<file path="src/rtl/input_conditioner.sv">
// Pushbutton / DIP-switch front end: 2-flop synchronise, per-bit debounce, level + pulse outputs.
// Optional auto-repeat on buttons is enabled by defining INPUT_CONDITIONER_AUTOREPEAT_EN.
module input_conditioner #(
   parameter int N_BTN           = 4,
   parameter int N_DSW           = 4,
   parameter int DEBOUNCE_CYCLES = 20000,
   parameter int CNT_W           = 15,
   parameter int REPEAT_DELAY    = 10_000_000,
   parameter int REPEAT_PERIOD   = 2_000_000
) (
   input  logic             clk,
   input  logic             reset,
   input  logic [N_BTN-1:0] btns_raw,
   input  logic [N_DSW-1:0] dsws_raw,
   output logic [N_BTN-1:0] btns_level,
   output logic [N_BTN-1:0] btns_press,
   output logic [N_BTN-1:0] btns_release,
   output logic [N_DSW-1:0] dsws_level,
   output logic             dsws_change
);

   localparam int N = N_BTN + N_DSW;
   localparam logic [CNT_W-1:0] CNT_LAST = CNT_W'(DEBOUNCE_CYCLES - 1);

   if (DEBOUNCE_CYCLES < 1 || (2 ** CNT_W) <= DEBOUNCE_CYCLES ||
       REPEAT_DELAY < 2 || REPEAT_PERIOD < 1) begin : g_bad_cfg
      $error("input_conditioner: invalid parameter set");
   end

   logic [N-1:0]     w_raw;
   logic [N-1:0]     r_meta;
   logic [N-1:0]     r_sync;
   logic [N-1:0]     r_stable;
   logic [N-1:0]     w_update;
   logic [N-1:0]     w_rise;
   logic [N-1:0]     w_fall;
   logic [N_BTN-1:0] w_rep;
   logic [N_BTN-1:0] r_btn_press;
   logic [N_BTN-1:0] r_btn_release;
   logic             r_dsw_change;

   // Buttons occupy the low bits of the combined vector, switches the high bits.
   assign w_raw = {dsws_raw, btns_raw};

   always_ff @(posedge clk or posedge reset) begin
      if (reset) begin
         r_meta <= '0;
         r_sync <= '0;
      end else begin
         r_meta <= w_raw;
         r_sync <= r_meta;
      end
   end

   genvar gi;
   generate
      for (gi = 0; gi < N; gi++) begin : g_deb
         logic [CNT_W-1:0] r_cnt;

         assign w_update[gi] = (r_sync[gi] != r_stable[gi]) && (r_cnt == CNT_LAST);

         always_ff @(posedge clk or posedge reset) begin
            if (reset) begin
               r_cnt <= '0;
            end else if (r_sync[gi] == r_stable[gi] || r_cnt == CNT_LAST) begin
               r_cnt <= '0;
            end else begin
               r_cnt <= r_cnt + CNT_W'(1);
            end
         end
      end
   endgenerate

   assign w_rise = w_update & r_sync;
   assign w_fall = w_update & ~r_sync;

`ifdef INPUT_CONDITIONER_AUTOREPEAT_EN
   localparam int TMR_MAX = (REPEAT_DELAY > REPEAT_PERIOD) ? REPEAT_DELAY : REPEAT_PERIOD;
   localparam int TMR_W   = $clog2(TMR_MAX + 1);

   generate
      for (gi = 0; gi < N_BTN; gi++) begin : g_rep
         logic [TMR_W-1:0] r_tmr;
         logic             r_phase;
         logic [TMR_W-1:0] w_inc;

         // r_phase: 0 = waiting out the initial delay, 1 = periodic repeat.
         assign w_inc = r_tmr + TMR_W'(1);
         assign w_rep[gi] = r_stable[gi] && !w_update[gi] &&
                            (r_phase ? (w_inc == TMR_W'(REPEAT_PERIOD))
                                     : (w_inc == TMR_W'(REPEAT_DELAY - 1)));

         always_ff @(posedge clk or posedge reset) begin
            if (reset) begin
               r_tmr   <= '0;
               r_phase <= 1'b0;
            end else if (!r_stable[gi] || w_update[gi]) begin
               r_tmr   <= '0;
               r_phase <= 1'b0;
            end else if (w_rep[gi]) begin
               r_tmr   <= '0;
               r_phase <= 1'b1;
            end else begin
               r_tmr   <= w_inc;
            end
         end
      end
   endgenerate
`else
   assign w_rep = '0;
`endif

   always_ff @(posedge clk or posedge reset) begin
      if (reset) begin
         r_stable      <= '0;
         r_btn_press   <= '0;
         r_btn_release <= '0;
         r_dsw_change  <= 1'b0;
      end else begin
         r_stable      <= r_stable ^ w_update;
         r_btn_press   <= w_rise[N_BTN-1:0] | w_rep;
         r_btn_release <= w_fall[N_BTN-1:0];
         r_dsw_change  <= |w_update[N-1:N_BTN];
      end
   end

   assign btns_level   = r_stable[N_BTN-1:0];
   assign dsws_level   = r_stable[N-1:N_BTN];
   assign btns_press   = r_btn_press;
   assign btns_release = r_btn_release;
   assign dsws_change  = r_dsw_change;

endmodule

</file>
<file path="config.mk">
export PLATFORM = sky130hd
export DESIGN_NAME = input_conditioner
export DESIGN_NICKNAME = d
export VERILOG_FILES = /design/src/rtl/input_conditioner.sv
export SDC_FILE = /design/constraint.sdc
export NUM_CORES = 1
export LEC_CHECK = 0
export ABC_CLOCK_PERIOD_IN_PS = 5270
export CAP_MARGIN = 10
export CELL_PAD_IN_SITES_DETAIL_PLACEMENT = 0
export CELL_PAD_IN_SITES_GLOBAL_PLACEMENT = 1
export CORE_ASPECT_RATIO = 0.75
export CORE_MARGIN = 1.5
export CORE_UTILIZATION = 49
export CTS_CLUSTER_DIAMETER = 30
export DETAILED_ROUTE_END_ITERATION = 12
export PLACE_DENSITY_LB_ADDON = 0.1
export SETUP_SLACK_MARGIN = 0.3
export SYNTH_ARGS = -nofsm -noshare
export SYNTH_HDL_FRONTEND = slang
export SYNTH_SLANG_ARGS = --single-unit
</file>
<file path="constraint.sdc">
create_clock -name clk -period 5.27 [get_ports clk]
set_input_delay 0.7905 -clock clk [delete_from_list [all_inputs] [get_ports clk]]
set_output_delay 0.7905 -clock clk [all_outputs]
set_load 0.005 [all_outputs]
</file>
After elaboration in Yosys (flattened, before gate mapping)
Index checks and enable logic that the tools add are counted.
{ "classes": {"addsub": 8, "n_eq_ne": 24, "n_mux": 8, "n_bitwise": 4, "reduce_logical": 17} }
{ "ops": {"columns": ["operator", "n"], "rows": [
  ["$add A15 B1 Y15 const B", 8],
  ["$eq A15 B15 Y1 const B", 8],
  ["$mux W15", 8],
  ["$and A4 B4 Y4", 2],
  ["$eq A1 B1 Y1", 8],
  ["$logic_and A1 B1 Y1", 8],
  ["$logic_or A1 B1 Y1", 8],
  ["$ne A1 B1 Y1", 8],
  ["$xor A8 B8 Y8", 1],
  ["$not A4 Y4", 1],
  ["$reduce_or A4 Y1", 1]
]} }
{ "totals": {"regBits": 153, "inputBits": 10, "output_inout_bits": 17, "word_cells": 75} }

Longest topological paths before layout
Gate-level depths: netlist of run 1.
{ "depth": {"ltp_word": 3, "mapped_depth": 7, "ltp_nobuf": 5} }

Least setup slack after synthesis of run 1
OpenSTA, ideal clock, no wires.
{ "synth_timing": {"kind": "reg2reg", "from": "register g_deb[7].r_cnt[6]", "to": "register with a tool-made name", "setup_ns": 0.125, "arrival_time_ns": 1.754, "required_time_ns": 5.145, "path_slack_ns": 3.391, "stages_incl_launch_ff": 4, "n_path_buf": 0, "synth_period_minus_slack_ns": 1.879, "path_cell_list": "dfrtp_1 > or4b_1 > or4_4 > mux2_4"} }
{ "synth_rtl": {"columns": ["item", "line", "source"], "rows": [
  ["from (decl)", "58", "logic [CNT_W-1:0] r_cnt;"],
  ["from (signal assigned)", "68", "r_cnt <= r_cnt + CNT_W'(1);"]
]} }

==> results of run 1 <==
-- per-layer routing --
layer  vias to the layer above  track usage (%)
li1                       2253                -
met1                      2210            26.52
met2                        54            25.12
met3                         2            5.543
met4                         0            5.489
met5                         -                0
-- placed cells by master (no fill, tap or decap), types with 2 or more instances in the layout --
cell type / count
a21oi_1: 5
and2_1: 9
and3_1: 11
and4_1: 22
clkbuf_1: 3
clkbuf_16: 17
clkbuf_8: 4
clkdlybuf4s50_1: 26
clkinv_2: 4
clkinv_4: 2
dfrtp_1: 153
ha_1: 8
inv_1: 10
mux2_2: 7
nand2_1: 25
nand2_2: 2
nand3_1: 42
nand4_1: 42
nor2_1: 109
nor3_1: 10
nor3b_1: 10
nor4_1: 13
nor4b_1: 4
o21ai_0: 5
or3_1: 5
or4_1: 3
or4b_1: 2
xnor2_1: 40
xor2_1: 68
-- cells in the mapped netlist (2+ instances only) --
| library cell | count | area, um^2 |
|---|---|---|
| dfrtp_1 | 153 | 3829 |
| nor2_1 | 109 | 409.1 |
| xor2_1 | 68 | 595.6 |
| nand3_1 | 42 | 210.2 |
| nand4_1 | 42 | 262.8 |
| xnor2_1 | 40 | 350.3 |
| nand2_1 | 25 | 93.84 |
| and4_1 | 22 | 192.7 |
| clkbuf_1 | 15 | 56.30 |
| nor4_1 | 13 | 81.33 |
| and3_1 | 11 | 68.82 |
| inv_1 | 11 | 41.29 |
| nor3_1 | 10 | 50.05 |
| nor3b_1 | 10 | 75.07 |
| and2_1 | 9 | 56.30 |
| ha_1 | 8 | 100.1 |
| mux2_2 | 7 | 78.83 |
| a21oi_1 | 5 | 25.02 |
| o21ai_0 | 5 | 25.02 |
| or3_1 | 5 | 31.28 |
| buf_2 | 4 | 20.02 |
| nor4b_1 | 4 | 35.03 |
| or4_1 | 3 | 22.52 |
| buf_4 | 2 | 15.01 |
| nand2_2 | 2 | 12.51 |
| or4b_1 | 2 | 20.02 |
-- power groups by stage --
stage / clock [mW] / combinational (mW) / sequential, mW
4_1_cts: 1.17 / 0.0766 / 1.22
5_1_grt: 1.23 / 0.0864 / 1.22
3_3_place_gp: 0 / 0.0740 / 1.24
2_1_floorplan: 0 / 0.0551 / 1.23
6_report: 1.14 / 0.0728 / 1.22
3_5_place_dp: 0 / 0.0759 / 1.24
-- registers in the layout (all words and copies together), names as in the netlist, named ones only --
| register | flops |
|---|---|
| g_deb.r_cnt | 120 |
| r_meta | 8 |
| r_sync | 8 |
| btns_press | 4 |
| btns_release | 4 |
| dsws_change | 1 |
-- kinds of logic after synthesis --
kind of cell,count (synthesis),synth area share [%]
muxes,8,1.368
adders and majority gates,8,1.459
AOI/OAI and AO/OA,13,1.368
and+or+nand+nor,312,24.10
xor gates and xnor gates,108,13.79
buffers and inverters,33,2.098
DFF,153,55.82
-- final timing paths --
kind	from	end	slack (ns)	cells past startpoint
setup / recovery	flop	btns_level[3]	3.12	1
max in group asynchronous	reset	g_deb[4].r_cnt[2]$_DFF_PP0_	3.14	3
hold reg to reg	r_meta[7]$_DFF_PP0_	r_sync[7]$_DFF_PP0_	0.35	0
hold / removal	r_meta[7]$_DFF_PP0_	r_sync[7]$_DFF_PP0_	0.35	0
min in group asynchronous	reset	r_meta[2]$_DFF_PP0_	1.00	2
setup reg to reg	g_deb[4].r_cnt[5]$_DFF_PP0_	g_deb[4].r_cnt[11]$_DFF_PP0_	3.16	3
-- cell type report --
type	instances	area, um^2
clock inverters	7	67.56
well taps	175	219.0
fillers	1121	5896
inverters	11	46.29
repair buffers	27	267.8
clock buffers	24	491.7
multi-input cells	449	2887
flip-flops and latches	153	3829
==> summary.md, run 1 <==
| Metric | Value |
|---|---|
| Initial Util | 50.05% |
| Synthesized net count | 653 |
| Initial DRT Pass Iterations | 4 |
| CP max-delay cell | clkdlybuf4s50_1 |
| Cts hold-fix bufs | 0 |
| CP Capture Type | primary output |
| Cell Area, Synth | 6859 um^2 |
| Unique masters post-synth | 34 |
| EDFF count, synth | 0 |
| Leak | about 3.4 nW |
| Worst-path fanout max | 5 |
| CTS sink cnt | 153 |
| Post-cts resize count | 0 |
| Flops & latches, synth | 153 |
| Switching Fraction | 21.14% |
| NetSw | 513.6 uW |
| Synth async-reset ratio | 100.0% |
| DRC viols | 0 |
| GP Congestion | ~0.81 |
| ANT nets after route | 0 |
| Power Total | 2.429 mW |
| CP startpoint kind | flop |
| Top_reg_cell synth | dfrtp_1 |
| Post-Layout Cell Count | 846 |
| Worst EP required | around 4.5 ns |
| Util after Layout | 56.98% |
| Initial antenna violation count | 0 |
| Synth warn | 0 |
| Vert. Die Dim | 105.5 um |
| Met3 routed WL | 376 um |
| Area grow syn2layout | 13.83% |
| Drt total wl | 11760 um |
| HP Class | reg -> reg |
| Synthesized area per cell | 10.80 um^2 |
| Core Area | 13700 um^2 |
| Finished Cell Area | between 7000 and 8000 um^2 |
| Worst hold slack | around 0.35 ns |
| Nets | 677 |
| Crit path DAT | between 1 and 1.5 ns |
| CP top delay family | buffers and inverters |
| Vias in the first global route | 4425 |
| Die Span X | 139.6 um |
| Internal power | 1.916 mW |
| Wire length on met1 | 6331 um |
| CTS Buf Count | 17 |
| Buffers on Ports | 26 |
| Max Slew Vio Count | 0 |
| CP peak stage delay | 0.53 ns |
| Max cap viols | 0 |
| Overflow after GRT | 0 |
| Vias/cell | 5.342 |
| Clk_lat worst skew | 0.41 ns |
| Clk pwr share | between 40 and 50% |
| Worst slew pin tran | 0.9901 ns |
| Per-cell routed wire length | 13.90 um |
| Rows | 37 |
| Wire length on met2 | 4998 um |
| Largest net degree at the start of global routing | 114 |
| Flop pwr share | 50.0% |
| Maximum VDD drop | about 250 uV |
| Cell Area, Placed | 7248 um^2 |
| RSZ-0062 raised after global routing | no |
| # Post-CTS Setup Buffers | 0 |
| Slew headroom | 33.99% |
| Status | finished, final reports clean |
| Root buf cell | clkbuf_16 |
| Buf/Inv on CP | 1 |
| Pwr/cell area | 311.2 nW/um^2 |
| Reg clk slew, reported paths | 0.06 ns |
| Final TNS setup | 0 ns |
| Detail Placement HPWL | 7650 um |
| Placement Setup Slack | 2.628 ns |
| Setup CP Type | reg -> out |
| Global-route wire length before repair | 21270 um |
| FMAX | between 0.4 and 0.5 GHz |
| Syn Inst Count | 635 |
| Period utilization | 40.80% |
| Layout cells sized above 1 | 6.408% |
| Register area share after synthesis | 55.82% |
| Worst Skew | 0.007598 ns |
| Cell Chain, Critical Path | clkdlybuf4s50_1 |
| Total die area | about 15000 um^2 |
| Final setup vio count | 0 |
| CTS tree | built |
| Post-route setup slack | 3.120 ns |
| Final Hold Vio Count | 0 |
| Io pins | 27 |
| Global Route Usage Sum | 17.91% |
| Inserted Diodes | 0 |
| Vias | 4519 |
| Final min period | 2.150 ns |
| Iter 0 DRT Violations | 184 |
| Max Used Layer | met4 |
| Placed cells | 815 |
| Max Root-Sink Buffers | 2 |
| Combinational fraction of design power | 3.0% |
| H-tree levels | 4 |
(Power assumes the default switching activity.)
==> inputs of run 2 (changes only) <==
--- a/config.mk
+++ b/config.mk
@@ -5,7 +5,7 @@
 export SDC_FILE = /design/constraint.sdc
 export NUM_CORES = 1
 export LEC_CHECK = 0
-export ABC_CLOCK_PERIOD_IN_PS = 5270
+export ABC_CLOCK_PERIOD_IN_PS = 2000
 export CAP_MARGIN = 10
 export CELL_PAD_IN_SITES_DETAIL_PLACEMENT = 0
 export CELL_PAD_IN_SITES_GLOBAL_PLACEMENT = 1
==> constraint.sdc (replaced) <==
create_clock -name clk -period 2 [get_ports clk]
set_input_delay 0.3 -clock clk [delete_from_list [all_inputs] [get_ports clk]]
set_output_delay 0.3 -clock clk [all_outputs]
set_load 0.005 [all_outputs]
==> run 2 against run 1 <==
  * The flow now finishes with violations (design-rule violations)
  * Worst setup slack got worse by 3.0 ns
  * Global-route usage increased by 0.85 points
  * First-iteration DRC count increased by 46%
  * Non-clock buffer count increased by 46
  * Via count increased by 5.4%
  * Sequential share of layout area decreased by 3.9 points
  * Clock power increased to 2.9 times the previous value
  * Largest power group is now clock
  * Wire length increased by 9.7%
==> summary.md, run 2 (same netlist as run 1, synthesis figures left out) <==
| Metric | Value |
|---|---|
| Status | finished, violations left |
| Failing checks | design-rule violations |
| R2R Setup Slk | 0.08 ns |
| Placement Setup Slack | slightly below 0.09 ns |
| Inserted Diodes | 0 |
| Layout cells sized above 1 | 17.57% |
| Most common cell after layout, fill and taps aside | dfrtp_1 |
| Vert. Die Dim | 105.5 um |
| Global Route Usage Sum | 18.76% |
| FMAX | 0.5215 GHz |
| CTS Buf Count | 17 |
| Post-route setup slack | 0.08255 ns |
| Area grow syn2layout | 23.81% |
| CTS tree | built |
| CP Capture Type | flop |
| Worst slew pin tran | 0.8298 ns |
| Buffers on Ports | 26 |
| Global-route wire length before repair | 21980 um |
| Vias/cell | 5.342 |
| Initial DRT Pass Iterations | 8 |
| Max Root-Sink Buffers | 2 |
| Slew headroom | 44.49% |
| ANT nets after route | 0 |
| Nets | just over 700 |
| Die Span X | 139.6 um |
| Maximum VDD drop | 592.9 uV |
| Period utilization | between 90% and 100% |
| Setup CP Type | reg -> reg |
| Cts hold-fix bufs | 0 |
| Cell Area, Placed | 7448 um^2 |
| Reg clk slew, reported paths | about 0.060 ns |
| Per-cell routed wire length | 14.46 um |
| Finished Cell Area | 8492 um^2 |
| Largest register FFs | 120 |
| DRC viols | 1 |
| GP Congestion | ~0.8 |
| Rows | 37 |
| Crit path DAT | about 2.2 ns |
| Final min period | between 1.5 and 2 ns |
| Most frequent cells in the layout | dfrtp_1, nor2_1, xor2_1 |
| Initial Util | 50.05% |
| Final Hold Vio Count | 0 |
| Crit. Startpoint | g_deb[7].r_cnt[13]$_DFF_PP0_ |
| Largest regs | g_deb.r_cnt: 120 flops, r_meta: 8 flops, r_sync: 8 flops |
| Worst EP required | around 2.3 ns |
| Detail Placement HPWL | 7982 um |
| Leak | 3.684 nW |
| CP startpoint kind | flop |
| Vias in the first global route | 4731 |
| Root buf cell | clkbuf_16 |
| Io pins | 27 |
| RSZ-0062 raised after global routing | yes |
| Max Slew Vio Count | 0 |
| Fillers | between 1000 and 1500 |
| H-tree levels | 4 |
| Drt total wl | 12890 um |
| Largest reg by FF count | g_deb.r_cnt |
| Initial antenna violation count | 0 |
| Pwr/cell area | 802.7 nW/um^2 |
| Max cap viols | 0 |
| Worst Skew | ~0.0039 ns |
| Core Area | 13700 um^2 |
| Iter 0 DRT Violations | 268 |
| CTS sink cnt | 153 |
| Worst flop-to-flop path startpoint | g_deb[7].r_cnt[13]$_DFF_PP0_ |
| Worst reg2reg path depth | 3 |
| Overflow after GRT | 0 |
| Clk_lat worst skew | 0.42 ns |
| Largest net degree at the start of global routing | 90 |
| Final setup vio count | 0 |
| Worst-path fanout max | 4 |
| HP Class | in -> reg |
| Total die area | 14720 um^2 |
| Vias | 4765 |
run 2: cell count changes in the layout (fill, tap and decap cells not counted), moves of 4 or more:
cell / previous run / this run
and4_1: 22 / 17
nor2_2: 0 / 10
nor2_4: 0 / 5
nor2_1: 109 / 94
nand2_8: 0 / 4
and4_4: 0 / 5
buf_4: 1 / 38
buf_6: 0 / 5
ha_1: 8 / 3
run 2: how the worst min path moves through the flow:
stage | start | endpoint | slack [ns] | depth (start not counted)
floorplan | r_meta[0]$_DFF_PP0_ | r_sync[0]$_DFF_PP0_ | 0.33 | 0
global placement | r_meta[1]$_DFF_PP0_ | r_sync[1]$_DFF_PP0_ | 0.33 | 0
detailed placement | r_meta[7]$_DFF_PP0_ | r_sync[7]$_DFF_PP0_ | 0.33 | 0
CTS | dsws_raw[2] | r_meta[6]$_DFF_PP0_ | 0.30 | 1
global route | dsws_raw[3] | r_meta[7]$_DFF_PP0_ | 0.30 | 1
finish | dsws_raw[2] | r_meta[6]$_DFF_PP0_ | 0.32 | 1
run 2: stage by stage:
stage	setup TNS [ns]	hold slack, ns	util, %	total power, mW	cells
after floorplan	-35.33	0.3312	-	3.395	635
after global routing	0	0.3014	61.97	7.072	892
after global placement	0	0.3334	54.36	3.475	835
after detailed placement	0	0.3347	54.36	3.482	835
after CTS	0	0.3018	59.89	6.863	876
final	0	0.3185	61.97	6.816	892
run 2: layer usage:
metal | vias to the layer above | GRT usage, % | part of all wire [%]
met5 | - | 0 | 0
li1 | 2347 | - | -
met1 | 2335 | 26.41 | 51
met4 | 0 | 6.165 | 1.4
met3 | 15 | 5.225 | 3.4
met2 | 68 | 28.22 | 44
run 2: layout make-up:
cell class	instances	area (um^2)	share of cell area (%)
Sequential cell	153	3831	45.12
Multi-Input combinational cell	451	3112	36.64
Timing Repair Buffer	73	669.4	7.883
Clock inverter	8	145.1	1.709
Tap cell	175	219.0	2.578
Clock buffer	21	470.5	5.540
Inverter	11	45.04	0.5304
run 2: worst max-delay path, cell delays in order, from the launching register on:
cell and delay [ns]:
dfrtp_1 0.38, or4b_1 0.54, or4_4 0.57, mux2_4 0.31
run 2: timing repair:
item                       in CTS  in global routing
gates resized for setup         9                 47
buffers inserted               11                 14
setup endpoints to repair      53                130
pin swaps                       8                 22
cloned                          1                  2
run 2: report_power, final:
| group | internal [mW] | switching, mW |
|---|---|---|
| registers | 3.15 | 0.0567 |
| clock network | 2.16 | 1.19 |
| logic | 0.105 | 0.153 |
| total | 5.42 | 1.40 |
